===== src/rtl/key_led_event_ctrl_pkg.sv =====
// Shared constants, TX handshake state type and sizing helper for the key/LED event controller.
package key_led_pkg;

  localparam logic EVT_PRESS   = 1'b1;
  localparam logic EVT_RELEASE = 1'b0;

  // Cycles WAIT_BUSY tolerates without seeing tx_busy before abandoning the byte
  localparam int unsigned TX_HS_TIMEOUT = 4;

  typedef enum logic [1:0] {
    TX_IDLE,
    TX_LOAD,
    TX_WAIT_BUSY,
    TX_WAIT_DONE
  } tx_state_t;

  // Ceiling log2, never below 1 so the result can always size a vector
  function automatic int unsigned clog2(input int unsigned value);
    int unsigned bits;
    bits = 0;
    for (int unsigned i = 0; i < 32; i++) begin
      if ((64'd1 << i) < 64'(value)) bits = i + 1;
    end
    return (bits == 0) ? 1 : bits;
  endfunction

endpackage


===== src/rtl/key_led_event_ctrl_debounce.sv =====
// One key: 2-FF synchroniser, stability counter and press/release strobes.
module key_debounce
  import key_led_pkg::*;
#(
  parameter int unsigned DB_CYC = 5
) (
  input  logic clk,
  input  logic rst_n,
  input  logic key_n,
  output logic level,
  output logic rise,
  output logic fall
);

  localparam int unsigned CNT_W = clog2(DB_CYC);

  logic [1:0]       sync_q;
  logic [CNT_W-1:0] cnt_q;
  logic             sample;
  logic             settle;

  assign sample = sync_q[1];
  // The counter only runs while the sample disagrees with level, so reaching
  // DB_CYC-1 means DB_CYC consecutive identical samples.
  assign settle = (sample != level) && (cnt_q == CNT_W'(DB_CYC - 1));
  assign rise   = settle & sample;
  assign fall   = settle & ~sample;

  always_ff @(posedge clk or negedge rst_n) begin
    if (!rst_n) begin
      sync_q <= '0;
      cnt_q  <= '0;
      level  <= 1'b0;
    end else begin
      sync_q <= {sync_q[0], ~key_n};
      if (sample == level) begin
        cnt_q <= '0;
      end else if (settle) begin
        cnt_q <= '0;
        level <= sample;
      end else begin
        cnt_q <= cnt_q + 1'b1;
      end
    end
  end

endmodule


===== src/rtl/key_led_event_ctrl.sv =====
// Debounced N-key scanner with per-channel PWM LED dimming, global blank key
// and buffered press/release event reporting to a byte-wide UART transmitter.
module key_led_event_ctrl
  import key_led_pkg::*;
#(
  parameter int unsigned NUM_KEYS       = 4,
  parameter int unsigned NUM_LED        = 3,
  parameter int unsigned CLK_HZ         = 50_000_000,
  parameter int unsigned DEBOUNCE_MS    = 20,
  parameter int unsigned PWM_BITS       = 8,
  parameter int unsigned DUTY_STEP      = 32,
  parameter int unsigned LED_ACTIVE_LOW = 1,
  parameter int unsigned EVT_DEPTH      = 4
) (
  input  logic                clk,
  input  logic                rst_n,
  input  logic [NUM_KEYS-1:0] key_n,
  output logic [NUM_KEYS-1:0] key_level,
  output logic [NUM_LED-1:0]  led,
  output logic [7:0]          tx_data,
  output logic                tx_wr_en,
  input  logic                tx_busy,
  output logic                evt_overflow
);

  localparam int unsigned DB_CYC = CLK_HZ / 1000 * DEBOUNCE_MS;
  localparam int unsigned PTR_W  = clog2(EVT_DEPTH);
  localparam int unsigned CNT_W  = PTR_W + 1;
  localparam logic [NUM_LED-1:0] LED_OFF = (LED_ACTIVE_LOW != 0) ? '1 : '0;

  logic [NUM_KEYS-1:0] key_rise;
  logic [NUM_KEYS-1:0] key_fall;

  for (genvar i = 0; i < NUM_KEYS; i++) begin : g_key
    key_debounce #(
      .DB_CYC(DB_CYC)
    ) u_debounce (
      .clk  (clk),
      .rst_n(rst_n),
      .key_n(key_n[i]),
      .level(key_level[i]),
      .rise (key_rise[i]),
      .fall (key_fall[i])
    );
  end

  // ---------------- pending events and arbiter ----------------
  logic [NUM_KEYS-1:0] pend_q;
  logic [NUM_KEYS-1:0] ptype_q;
  logic [NUM_KEYS-1:0] arb_clr;
  logic                arb_valid;
  logic                arb_type;
  logic [5:0]          arb_idx;

  always_comb begin
    arb_valid = 1'b0;
    arb_type  = EVT_RELEASE;
    arb_idx   = '0;
    arb_clr   = '0;
    for (int unsigned i = 0; i < NUM_KEYS; i++) begin
      if (pend_q[i] && !arb_valid) begin
        arb_valid  = 1'b1;
        arb_type   = ptype_q[i];
        arb_idx    = 6'(i);
        arb_clr[i] = 1'b1;
      end
    end
  end

  // A fresh edge on the key being enqueued stays pending (set beats clear)
  always_ff @(posedge clk or negedge rst_n) begin
    if (!rst_n) begin
      pend_q  <= '0;
      ptype_q <= '0;
    end else begin
      pend_q  <= (pend_q & ~arb_clr) | key_rise | key_fall;
      ptype_q <= (ptype_q & ~(key_rise | key_fall)) | key_rise;
    end
  end

  // ---------------- event FIFO ----------------
  logic [7:0]       fifo_mem [EVT_DEPTH];
  logic [PTR_W-1:0] wr_ptr;
  logic [PTR_W-1:0] rd_ptr;
  logic [CNT_W-1:0] fifo_cnt;
  logic             fifo_full;
  logic             fifo_empty;
  logic             push;
  logic             pop;
  logic             drop;
  tx_state_t        state_q;
  tx_state_t        state_d;

  assign fifo_full  = (fifo_cnt == CNT_W'(EVT_DEPTH));
  assign fifo_empty = (fifo_cnt == '0);
  assign pop        = (state_q == TX_IDLE) && !fifo_empty && !tx_busy;
  assign push       = arb_valid && (!fifo_full || pop);
  assign drop       = arb_valid && fifo_full && !pop;

  always_ff @(posedge clk) begin
    if (push) fifo_mem[wr_ptr] <= {arb_type, 1'b0, arb_idx};
  end

  always_ff @(posedge clk or negedge rst_n) begin
    if (!rst_n) begin
      wr_ptr       <= '0;
      rd_ptr       <= '0;
      fifo_cnt     <= '0;
      evt_overflow <= 1'b0;
    end else begin
      if (push) wr_ptr <= (wr_ptr == PTR_W'(EVT_DEPTH - 1)) ? '0 : wr_ptr + 1'b1;
      if (pop)  rd_ptr <= (rd_ptr == PTR_W'(EVT_DEPTH - 1)) ? '0 : rd_ptr + 1'b1;
      case ({push, pop})
        2'b10:   fifo_cnt <= fifo_cnt + 1'b1;
        2'b01:   fifo_cnt <= fifo_cnt - 1'b1;
        default: fifo_cnt <= fifo_cnt;
      endcase
      if (drop) evt_overflow <= 1'b1;
    end
  end

  // ---------------- duty registers, blank key and PWM ----------------
  logic [NUM_LED-1:0][PWM_BITS-1:0] duty_q;
  logic [PWM_BITS-1:0]              pwm_cnt;
  logic                             enable_q;
  logic                             en_toggle;
  logic [NUM_LED-1:0]               lit;

  if (NUM_LED < NUM_KEYS) begin : g_blank
    assign en_toggle = key_rise[NUM_LED];
  end else begin : g_no_blank
    assign en_toggle = 1'b0;
  end

  always_comb begin
    lit = '0;
    for (int unsigned c = 0; c < NUM_LED; c++) begin
      lit[c] = enable_q && (pwm_cnt < duty_q[c]);
    end
  end

  always_ff @(posedge clk or negedge rst_n) begin
    if (!rst_n) begin
      duty_q   <= '0;
      pwm_cnt  <= '0;
      enable_q <= 1'b1;
      led      <= LED_OFF;
    end else begin
      for (int unsigned c = 0; c < NUM_LED; c++) begin
        if (key_rise[c]) duty_q[c] <= duty_q[c] + PWM_BITS'(DUTY_STEP);
      end
      if (en_toggle) enable_q <= ~enable_q;
      pwm_cnt <= pwm_cnt + 1'b1;
      led     <= lit ^ LED_OFF;
    end
  end

  // ---------------- TX handshake FSM ----------------
  logic [1:0] wait_q;
  logic [1:0] wait_d;

  always_comb begin
    state_d = state_q;
    wait_d  = wait_q;
    case (state_q)
      TX_IDLE:      if (pop) state_d = TX_LOAD;
      TX_LOAD: begin
        state_d = TX_WAIT_BUSY;
        wait_d  = '0;
      end
      TX_WAIT_BUSY: begin
        if (tx_busy)                                  state_d = TX_WAIT_DONE;
        else if (wait_q == 2'(TX_HS_TIMEOUT - 1))     state_d = TX_IDLE;
        else                                          wait_d  = wait_q + 1'b1;
      end
      TX_WAIT_DONE: if (!tx_busy) state_d = TX_IDLE;
      default:      state_d = TX_IDLE;
    endcase
  end

  // The strobe is the registered pop, so it is high exactly while in LOAD
  always_ff @(posedge clk or negedge rst_n) begin
    if (!rst_n) begin
      state_q  <= TX_IDLE;
      wait_q   <= '0;
      tx_wr_en <= 1'b0;
      tx_data  <= '0;
    end else begin
      state_q  <= state_d;
      wait_q   <= wait_d;
      tx_wr_en <= pop;
      if (pop) tx_data <= fifo_mem[rd_ptr];
    end
  end

endmodule


===== config.mk =====
export PLATFORM = sky130hd
export DESIGN_NAME = key_led_event_ctrl
export DESIGN_NICKNAME = d
export VERILOG_FILES = /design/src/rtl/key_led_event_ctrl_pkg.sv /design/src/rtl/key_led_event_ctrl_debounce.sv /design/src/rtl/key_led_event_ctrl.sv
export SDC_FILE = /design/constraint.sdc
export NUM_CORES = 1
export LEC_CHECK = 0
export ABC_AREA = 1
export BUFFER_PORTS_ARGS = -buffer_cell sky130_fd_sc_hd__buf_2
export CORE_ASPECT_RATIO = 0.9
export CORE_MARGIN = 5
export CORE_UTILIZATION = 57
export DETAILED_ROUTE_END_ITERATION = 8
export PLACE_DENSITY = 0.82
export SYNTH_ARGS = -nofsm -noshare
export SYNTH_HDL_FRONTEND = slang
export SYNTH_HIERARCHICAL = 1
export SYNTH_SLANG_ARGS = --single-unit
export TNS_END_PERCENT = 10

===== constraint.sdc =====
create_clock -name clk -period 2.8 [get_ports clk]
set_clock_uncertainty 0.05 [all_clocks]
set_input_delay 0.56 -clock clk [delete_from_list [all_inputs] [get_ports clk]]
set_output_delay 0.56 -clock clk [all_outputs]
set_load 0.05 [all_outputs]

Yosys cells after proc, flatten, opt, wreduce, memory -nomap -nowiden --
Memories as Yosys holds them, arrays and structs flattened. A register that Yosys moved wholly into a read port is not among the register bits. Index checks and enable logic that the tools add are counted.
Word-level totals: register bits after elaboration 157, memories 1, RAM bits 28, logic and storage cells 170, bits of input ports 7
Operators by class: reductions and logical operators 34, multiplexer cells 35, equality and inequality tests 26, add/subtract/negate cells 13, $lt $le $gt $ge 3, bitwise operators 30
Memory list:
- fifo_mem | words 4, width 7, read ports 1, clocked after Yosys merged registers in 1, write ports 1, RTL line key_led_event_ctrl.sv:82 | logic [7:0] fifo_mem [EVT_DEPTH];
Operator list (number):
- $mux W20 | 8
- $add A20 B1 Y20 const B | 4
- $eq A20 B20 Y1 const B | 4
- $add A8 B6 Y8 const B | 3
- $lt A8 B8 Y1 | 3
- $mux W2 | 8
- $or A4 B4 Y4 | 4
- $logic_and A1 B1 Y1 | 15
- $mux W1 | 14
- $not A1 Y1 | 13
- $eq A2 B2 Y1 const B | 6
- $mux W6 | 2
- $add A8 B1 Y8 const B | 1
- $and A1 B1 Y1 | 8
- $and A4 B4 Y4 | 2
- $logic_not A1 Y1 | 8
- $ne A2 B2 Y1 const B | 4
- $not A4 Y4 | 2
- $pmux W2 S4 | 1
- $reduce_and A2 Y1 | 4
- $add A2 B1 Y2 const B | 3
- $pmux W3 S2 | 1
- $reduce_and A3 Y1 | 2
- $eq A1 B1 Y1 | 4
- 12 further kinds | 17

Longest topological paths before layout --
Gate-level depths: netlist (run 1).
depth after elaboration 14, depth in mapped cells 11, gate-level depth less buffers 11

By module --
Netlist (run 1), hierarchy kept.
Modules (own cells, without submodules):
- key_debounce | instances 4, cells each 167, area an instance 1266.2 um^2, seq. area each 575.6 um^2
- key_led_event_ctrl | instances 1, cells each 272, area an instance 2696.3 um^2, seq. area each 1491.4 um^2

Worst setup path before layout (run 1) --
Ideal clock, no wire load.
path type in2reg, from input port tx_busy, to register fifo_cnt[2], stages 9, arrival time 1871 ps, required time 2619 ps, setup slack 748 ps, path through inv_1 -> nand2_2 -> nor2_4 -> ha_1 -> inv_1 -> fa_1 -> a21oi_1 -> o21ai_0 -> xor2_1
Between the ends: word-level cells in the longest chain between the ends 6, elaborated cells on any way between the ends 8, those cells by class 2 x eq/ne; 1 x mux; 5 x reduce/logical
RTL lines:
- start, declared | RTL line key_led_event_ctrl.sv:22 | input logic tx_busy,
- $logic_not A1 Y1 *
- $logic_and A1 B1 Y1 * | RTL line key_led_event_ctrl.sv:96 | assign pop = (state_q == TX_IDLE) && !fifo_empty && !tx_busy;
- via pop | RTL line key_led_event_ctrl.sv:89 | logic pop;
- $logic_or A1 B1 Y1 | RTL line key_led_event_ctrl.sv:97 | assign push = arb_valid && (!fifo_full || pop);
- $logic_and A1 B1 Y1 | RTL line key_led_event_ctrl.sv:97
- $eq A2 B1 Y1 / $eq A2 B2 Y1 (equally long branches) | RTL line key_led_event_ctrl.sv:113 | case ({push, pop})
- $pmux W3 S2 / $reduce_bool A2 Y1 (equally long branches)
- end signal, assigned | RTL line key_led_event_ctrl.sv:114 | 2'b10: fifo_cnt <= fifo_cnt + 1'b1;
- end signal, assigned | RTL line key_led_event_ctrl.sv:115 | 2'b01: fifo_cnt <= fifo_cnt - 1'b1;
- end signal, assigned | RTL line key_led_event_ctrl.sv:116 | default: fifo_cnt <= fifo_cnt;
- end, declared | RTL line key_led_event_ctrl.sv:85 | logic [CNT_W-1:0] fifo_cnt;
The timed path passes the listed nets; every way through them passes the cells marked *. A chain may end at the register's enable or synchronous reset.

Final worst setup path (run 1) --
from register state_q[0], to register fifo_cnt[2]
Between the ends: word-level cells in the longest chain between the ends 7, elaborated cells on any way between the ends 9, those cells by class 2 x eq/ne; 1 x mux; 6 x reduce/logical
RTL lines:
- start, declared | RTL line key_led_event_ctrl.sv:91 | tx_state_t state_q;
- start signal, assigned | RTL line key_led_event_ctrl.sv:189 | state_q <= state_d;
- $logic_not A2 Y1 * | RTL line key_led_event_ctrl.sv:96
- $logic_and A1 B1 Y1 * (2 in a row) | RTL line key_led_event_ctrl.sv:96
- via pop | RTL line key_led_event_ctrl.sv:89
- $logic_or A1 B1 Y1 | RTL line key_led_event_ctrl.sv:97
- $logic_and A1 B1 Y1 | RTL line key_led_event_ctrl.sv:97
- $eq A2 B1 Y1 / $eq A2 B2 Y1 (equally long branches) | RTL line key_led_event_ctrl.sv:113
- $pmux W3 S2 / $reduce_bool A2 Y1 (equally long branches)
Marked as above.

==> results of run 1 <==
==> worst max path at each step <==
stage,startpoint,end,slack (ns),depth (start not counted)
6_report,state_q[0],fifo_cnt[2],0.64,9
5_1_grt,state_q[0],fifo_cnt[2],0.41,9
4_1_cts,state_q[0],fifo_cnt[2],0.63,9
3_5_place_dp,tx_busy,fifo_cnt[2],0.46,10
3_3_place_gp,tx_busy,fifo_cnt[2],0.51,10
2_1_floorplan,tx_busy,fifo_cnt[2],0.75,9
==> logic make-up after synthesis <==
logic type,count (synthesis)
other cells,1
compound gates,51
buf+inv,142
xor+xnor,54
simple gates,520
mux,1
fa+ha+maj,22
flops,149
==> final cells by class <==
| cell class | instances | area [sq um] |
|---|---|---|
| clock buffers | 20 | 478 |
| clock inverters | 12 | 150 |
| fillers | 1091 | 4720 |
| inverters | 128 | 480 |
| multi-input cells | 653 | 3390 |
| flip-flops and latches | 149 | 3790 |
| well taps | 168 | 210 |
| repair buffers | 20 | 136 |
==> synthesized netlist by cell type (5+ instances only) <==
library cell / n / share of area (%)
nand2_2: 20 / 1.6
xor2_1: 44 / 5.0
ha_1: 21 / 3.4
nor2_2: 18 / 1.5
o211ai_1: 5 / 0.48
dfrtp_1: 133 / 43
nor2_4: 6 / 0.87
nand3_1: 98 / 6.3
edfxtp_1: 12 / 4.6
nand4_1: 14 / 1.1
inv_1: 123 / 5.9
buf_4: 5 / 0.48
o21ai_0: 17 / 1.1
nor2_1: 155 / 7.5
nand2_1: 180 / 8.7
a21oi_1: 21 / 1.4
nor3_1: 17 / 1.1
buf_2: 5 / 0.32
or2_2: 5 / 0.40
xnor2_1: 10 / 1.1
==> stage by stage <==
| step | hold WS [ns] | cells | total power (W) | cell area [sq um] |
|---|---|---|---|---|
| floorplan | 0.214 | 944 | 0.00287 | 7780 |
| detailed placement | 0.286 | 1118 | 0.00304 | 8020 |
| CTS | 0.148 | 1150 | 0.00542 | 8640 |
| finish | 0.129 | 1150 | 0.00536 | 8640 |
| global route | 0.184 | 1150 | 0.00563 | 8640 |
| global placement | 0.285 | 1118 | 0.00301 | 8020 |
==> metal layers <==
layer | vias up | GRT usage, % | wire length, microns
li1 | 3008 | - | -
met5 | - | 0 | 0
met2 | 119 | 33.5 | 7270
met3 | 14 | 4.53 | 632
met4 | 0 | 6.04 | 137
met1 | 2827 | 27.0 | 7120
==> layout by cell type, fill, tap and decap left out, types with 18 or more instances in the layout <==
master     count
inv_1        123
nor2_1       155
xor2_1        44
clkbuf_16     18
nand2_1      180
nand2_2       20
nand3_1       98
a21oi_1       21
dfrtp_1      133
nor2_2        18
ha_1          21
==> state kept, by name, summed over array words and instances (netlist names), 4 cells and up <==
| name | flops |
|---|---|
| duty_q | 9 |
| fifo_mem | 12 |
| g_key.u_debounce/cnt_q | 80 |
| g_key.u_debounce/level | 4 |
| g_key.u_debounce/sync_q | 8 |
| pend_q | 4 |
| ptype_q | 4 |
| pwm_cnt | 8 |
==> report_power, final <==
group | total [W] | internal, W | leakage (nW) | switching [W]
sequential | 0.00240 | 0.00228 | 1.97 | 0.000121
clock | 0.00237 | 0.00150 | 0.303 | 0.000870
combinational | 0.000595 | 0.000194 | 1.89 | 0.000401
total | 0.00536 | 0.00397 | 4.17 | 0.00139
==> results.md, run 1 <==
* Crit path kind: register to register
* DR iter-0 viols at 410
* Via count at 5,968
* Initial antenna violation count at 0
* Adder-cell area share of the yosys netlist at 3.64%
* Post-CTS Setup Bufs at 0
* Total wire length at 15.2 mm
* Vias in the first global route at 5,819
* Worst EP required at 3.04 ns
* Post-Place Worst Slack at 0.458 ns
* Layout cells sized above 1 at 11.8%
* Max Slew Vio Count at 0
* Top FF cell, synth: dfrtp_1
* Reg2reg start: state_q[0]
* Core ar. at 13,400 sq um
* Clock Latency Late Sink at 0.41 ns
* Worst Hold Class: input port to asynchronous set/reset pin
* Clk slew on worst S/H paths at 0.06 ns
* Total CTS buffers at 17
* Worst slew pin tran at 0.690 ns
* Largest net degree at the start of global routing at 76
* First-pass GRT wire length at 26.8 mm
* Gpl congestion at 0.895
* Hpwl dp at 10.7 mm
* Post-route minimum period at 2.16 ns
* Status: completed
* Nets@finish at 998
* Mux cell area share after synthesis at 0.129%
* Fmax at 464 MHz
* Sink Count at 149
* Setup tns final at 0 ns
* Max-slew headroom at 54.0%
* Post-route ant nets at 0
* DIE WIDTH at 133 microns
* Largest delay share family, worst path: adder cells
* Cell Chain, Critical Path: nor2_2, nand2_2, nor2_4, ha_1, inv_1, fa_1, a21oi_1, o21ai_0, xor2_1
* Largest family of logic cells by synthesized area: simple AND/OR/NAND/NOR gates
* Fin. Hold Viols at 0
* Cell Area, Synth at 7760 sq um
* Max clock buf depth at 2
* I/O Buffers at 18
* Power per cell area at 621 nW/um^2
* Simple-gate share of the synthesized area at 29.9%
* Register bit total from synthesis at 149
* Mapped Cells at 940
* Nature of the critical path startpoint: register
* Total grt overflow at 0
* Post-Synth XOR/XNOR Area at 6.09%
* Drt pass-1 iters at 5
* Hold Buf Count CTS at 0
* Drc violations at 0
* CTS resizes at 0
* Final core utilization at 64.7%
* Crit path DAT at 2.40 ns
* Total global-route track usage at 20.3%
* Buf/Inv on CP at 1
* Unrepaired setup endpoints after global routing: false
* Worst reg2reg path endpoint: fifo_cnt[2]
* Full die area at 16,100 sq um
* # rows at 40
* Clock tree root buffer cell: clkbuf_16
* Ports at 24
* H-tree Lvls at 4
* Max stage delay on crit path at 0.42 ns
* Worst-path maximum fanout at 8
* CTS tree: done
* Setup ws final at 0.643 ns
* Routed len/inst at 13.2 microns
* Post-synth EDFFs at 12
* Mean cell area of the mapped netlist at 8.26 sq um
* P_leak at 4.17 nW
* Compound-Gate Fraction of Synth Area at 3.76%
* MaxCap Viol Count at 0
* FF-to-FF path depth at 9
* Peak supply drop at 530 uV
* Starting Density at 58.1%
* Crit. End Element: register
* N_diodes at 0
* Die H at 121 microns
* Endpoints failing setup at 0
* Synth warnings at 13
* Drt via density at 5.19
* Max stage delay cell, worst path: dfrtp_1
* Flop2flop setup slack at 0.64 ns
* Register area share after synthesis at 48.9%
* FFs w/ async S/R, synth at 91.9%
* Unique masters post-synth at 35
* Synthesis-to-finish area growth at 11.4%
* Post-route clock period utilization at 77.0%
(Power assumes the default switching activity.)
==> inputs of run 2 (changes only) <==
ABC_AREA = 0   (was 1)
CORE_UTILIZATION = 56   (was 57)
PLACE_DENSITY = 0.84   (was 0.82)
clock period = 1.9 ns   (was 2.8 ns; I/O delays follow)
==> run 2 against run 1 <==
- the run now ends with setup timing left
- sequential power rose by 44%
- non-clock buffer count rose by 100
- largest cell class unchanged
- worst setup slack got worse by 0.87 ns
- critical path type unchanged
- highest routed layer unchanged
==> results.md, run 2 <==
* Drc violations at 0 (unchanged)
* Hpwl dp at 10.3 mm (was 10.7 mm)
* Endpoints failing setup at 18 (was 0)
* N_diodes at 0 (unchanged)
* Post-Place Worst Slack at -0.302 ns (was 0.458 ns)
* Worst EP required at 2.16 ns (was 3.04 ns)
* Mapped Cells at 654 (was 940)
* Die H at 117 microns (was 121 microns)
* Post-route cell area at 8990 sq um (was 8640 sq um)
* Power per cell area at 862 nW/um^2 (was 621 nW/um^2)
* Synthesis-to-finish area growth at 25.8% (was 11.4%)
* Flop2flop setup slack at -0.22 ns (was 0.64 ns)
* Full die area at 15,100 sq um (was 16,100 sq um)
* Clock Latency Late Sink at 0.42 ns (was 0.41 ns)
* Worst slew pin tran at 0.589 ns (was 0.690 ns)
* Worst hold slack at 0.0504 ns (was 0.129 ns)
* Max stage delay cell, worst path: or4_4 (was dfrtp_1)
* P_leak at 4.09 nW (was 4.17 nW)
* Yosys top cell by area: dfrtp_1 (unchanged)
* Synth warnings at 13 (unchanged)
* Via count at 5,491 (was 5,968)
* Vias in the first global route at 5,773 (was 5,819)
* Compound-Gate Fraction of Synth Area at 6.25% (was 3.76%)
* Clock tree root buffer cell: clkbuf_16 (unchanged)
* Cell Area, Synth at 7140 sq um (was 7760 sq um)
* Core ar. at 12,600 sq um (was 13,400 sq um)
* Largest family of logic cells by synthesized area: simple AND/OR/NAND/NOR gates (unchanged)
* Clk slew on worst S/H paths at 0.06 ns (about the same)
* Highest-count cells in the layout ignoring fill and taps: dfrtp_1, buf_4, nor2_1 (was nand2_1, nor2_1, dfrtp_1)
* DIE WIDTH at 129 microns (was 133 microns)
* Largest net degree at the start of global routing at 42 (was 76)
* MaxCap Viol Count at 0 (unchanged)
* Total wire length at 16.3 mm (was 15.2 mm)
* Worst Hold Class: input port to register (was input port to asynchronous set/reset pin)
* Mean cell area of the mapped netlist at 10.9 sq um (was 8.26 sq um)
* Unique masters post-synth at 52 (was 35)
* Top-count cell post-synth: dfrtp_1 (was nand2_1)
* I/O Buffers at 18 (unchanged)
* Top flop regs: g_key.u_debounce/cnt_q x80, fifo_mem x12, duty_q x9 (unchanged)
* Post-route clock period utilization at 112% (was 77.0%)
* Layout cells sized above 1 at 27.6% (was 11.8%)
* Total grt overflow at 0 (unchanged)
* Post-Synth XOR/XNOR Area at 9.32% (was 6.09%)
* Drt via density at 5.72 (was 5.19)
* Max reg flops at 80 (unchanged)
* Total CTS buffers at 17 (unchanged)
* Cell Chain, Critical Path: ha_2, nand2_2, or4_4, or3b_4, nor2_4, inv_2, a21o_1 (was nor2_2, nand2_2, nor2_4, ha_1, inv_1, fa_1, a21oi_1, o21ai_0, xor2_1)
* Register bit total from synthesis at 149 (unchanged)
* Crit path kind: register to register (unchanged)
* Mux cell area share after synthesis at 2.31% (was 0.129%)
* Area share of the largest cell type after synthesis at 46.6% (was 42.9%)
* CTS tree: done (unchanged)
* Max stage delay on crit path at 0.56 ns (was 0.42 ns)
* Top FF cell, synth: dfrtp_1 (unchanged)
* H-tree Lvls at 4 (unchanged)
* Drt pass-1 iters at 5 (unchanged)
* Crit path DAT at 2.38 ns (was 2.40 ns)
* # rows at 39 (was 40)
* FF-to-FF path depth at 7 (was 9)
* Post-route ant nets at 0 (unchanged)
* Fmax at 471 MHz (was 464 MHz)
* Hold Path Depth at 2
* Total global-route track usage at 22.7% (was 20.3%)
* Unrepaired setup endpoints after global routing: true (was false)
* Setup ws final at -0.223 ns (was 0.643 ns)
* Crit. End Element: register (unchanged)
* Worst-path maximum fanout at 3 (was 8)
* Starting Density at 56.7% (was 58.1%)
* Peak supply drop at 1010 uV (was 530 uV)
* Reg2reg start: g_key[0].u_debounce/cnt_q[1] (was state_q[0])
* Max-slew headroom at 60.4% (was 54.0%)
* DP Area at 8130 sq um (was 8020 sq um)
* Hold Path End: g_key[1].u_debounce/sync_q[0]
* Final core utilization at 71.4% (was 64.7%)
* Post-route minimum period at 2.12 ns (was 2.16 ns)
* Max clock buf depth at 2 (unchanged)
* Routed len/inst at 16.9 microns (was 13.2 microns)
* First-pass GRT wire length at 27.2 mm (was 26.8 mm)
* Hold Startpoint: key_n[1]
* Top post-synthesis cells by area: dfrtp_1, edfxtp_1, xnor2_1, nor2_1, xor2_1 (was dfrtp_1, nand2_1, nor2_1, nand3_1, inv_1)
* Nature of the critical path startpoint: register (unchanged)
* Failing checks: setup timing
* DR iter-0 viols at 462 (was 410)
* Placed insts at 917 (was 1,118)
* Initial antenna violation count at 0 (unchanged)
* Register area share after synthesis at 53.1% (was 48.9%)
* Biggest register: g_key.u_debounce/cnt_q (unchanged)
* Max Slew Vio Count at 0 (unchanged)
* Sink Count at 149 (unchanged)
* Adder-cell area share of the yosys netlist at 3.96% (was 3.64%)
* Fin. Hold Viols at 0 (unchanged)
* Nets@finish at 812 (was 998)
* Final Non-Filler Cells at 960 (was 1,150)
* Simple-gate share of the synthesized area at 22.0% (was 29.9%)
* Worst reg2reg path endpoint: ptype_q[0] (was fifo_cnt[2])
* Post-synth EDFFs at 12 (unchanged)
* Ports at 24 (unchanged)
* Most common cell after layout, fill and taps aside: dfrtp_1 (was nand2_1)
* Top cells by instance count after synthesis: dfrtp_1, nor2_1, nand2_1 (was nand2_1, nor2_1, dfrtp_1)
* Status: finished with violations (was completed)
* Gpl congestion at 0.844 (was 0.895)
* FFs w/ async S/R, synth at 91.9% (unchanged)
==> run 2: cell types whose count changed after synthesis, sizes merged, moves of 16 or more <==
cell   change
xnor2     +30
nand2    -157
or4       +16
inv       -91
nand3     -68
nor2      -92
==> run 2: final cells by class <==
| class | instances | area (sq um) |
|---|---|---|
| Sequential cell | 149 | 3790 |
| Fill cell | 798 | 3600 |
| Tap cell | 164 | 205 |
| Clock inverter | 13 | 179 |
| Clock buffer | 19 | 443 |
| Multi-Input combinational cell | 459 | 3340 |
| Inverter | 36 | 135 |
| Timing Repair Buffer | 120 | 893 |
==> run 2: cells by family after synthesis <==
logic type      after synthesis
simple gates                278
flops                       149
xor+xnor                     76
compound gates               67
buf+inv                      50
fa+ha+maj                    22
mux                          11
other cells                   1
==> run 2: layer usage <==
metal | share of wire (%) | track usage, %
met1 | 40 | 27.4
met2 | 53 | 40.4
met3 | 3.8 | 4.63
met4 | 2.8 | 8.47
met5 | 0 | 0
==> run 2: how the worst max path moves through the flow <==
stage	to	slack [ns]	start
floorplan	fifo_cnt[2]	-0.19	state_q[0]
global placement	fifo_cnt[2]	-0.19	tx_busy
detailed placement	fifo_cnt[2]	-0.30	tx_busy
CTS	fifo_cnt[2]	-0.17	pend_q[0]
global route	ptype_q[0]	-0.26	g_key[0].u_debounce/cnt_q[1]
finish	ptype_q[0]	-0.22	g_key[0].u_debounce/cnt_q[1]
==> run 2: what timing repair did <==
action                                  CTS  global route
endpoints found under the hold margin    27             0
hold buffers                              1             0
pin swaps                                 4            14
endpoints found under the setup margin   36            61
setup buffers                             4             6
resized for setup                        19            23
==> run 2: per-stage QoR <==
step                      power [W]  TNS, ns
final                       0.00775    -1.26
after global routing        0.00805    -3.60
after CTS                   0.00777   -0.936
after detailed placement    0.00422    -1.84
after global placement      0.00414   -0.490
after floorplan             0.00391    -1.45
==> run 2: power breakdown <==
part | total [W] | switching (W) | internal (W)
Combinational | 0.000758 | 0.000404 | 0.000354
Sequential | 0.00346 | 0.000128 | 0.00333
Clock | 0.00353 | 0.00131 | 0.00223
==> run 2: worst max-delay path: cells and delay by family, from the launching register on <==
| family | cells | cell delay (ns) |
|---|---|---|
| compound gates | 1 | 0.16 |
| fa+ha+maj | 1 | 0.21 |
| buf+inv | 1 | 0.04 |
| flops | 1 | 0.36 |
| simple gates | 4 | 1.19 |
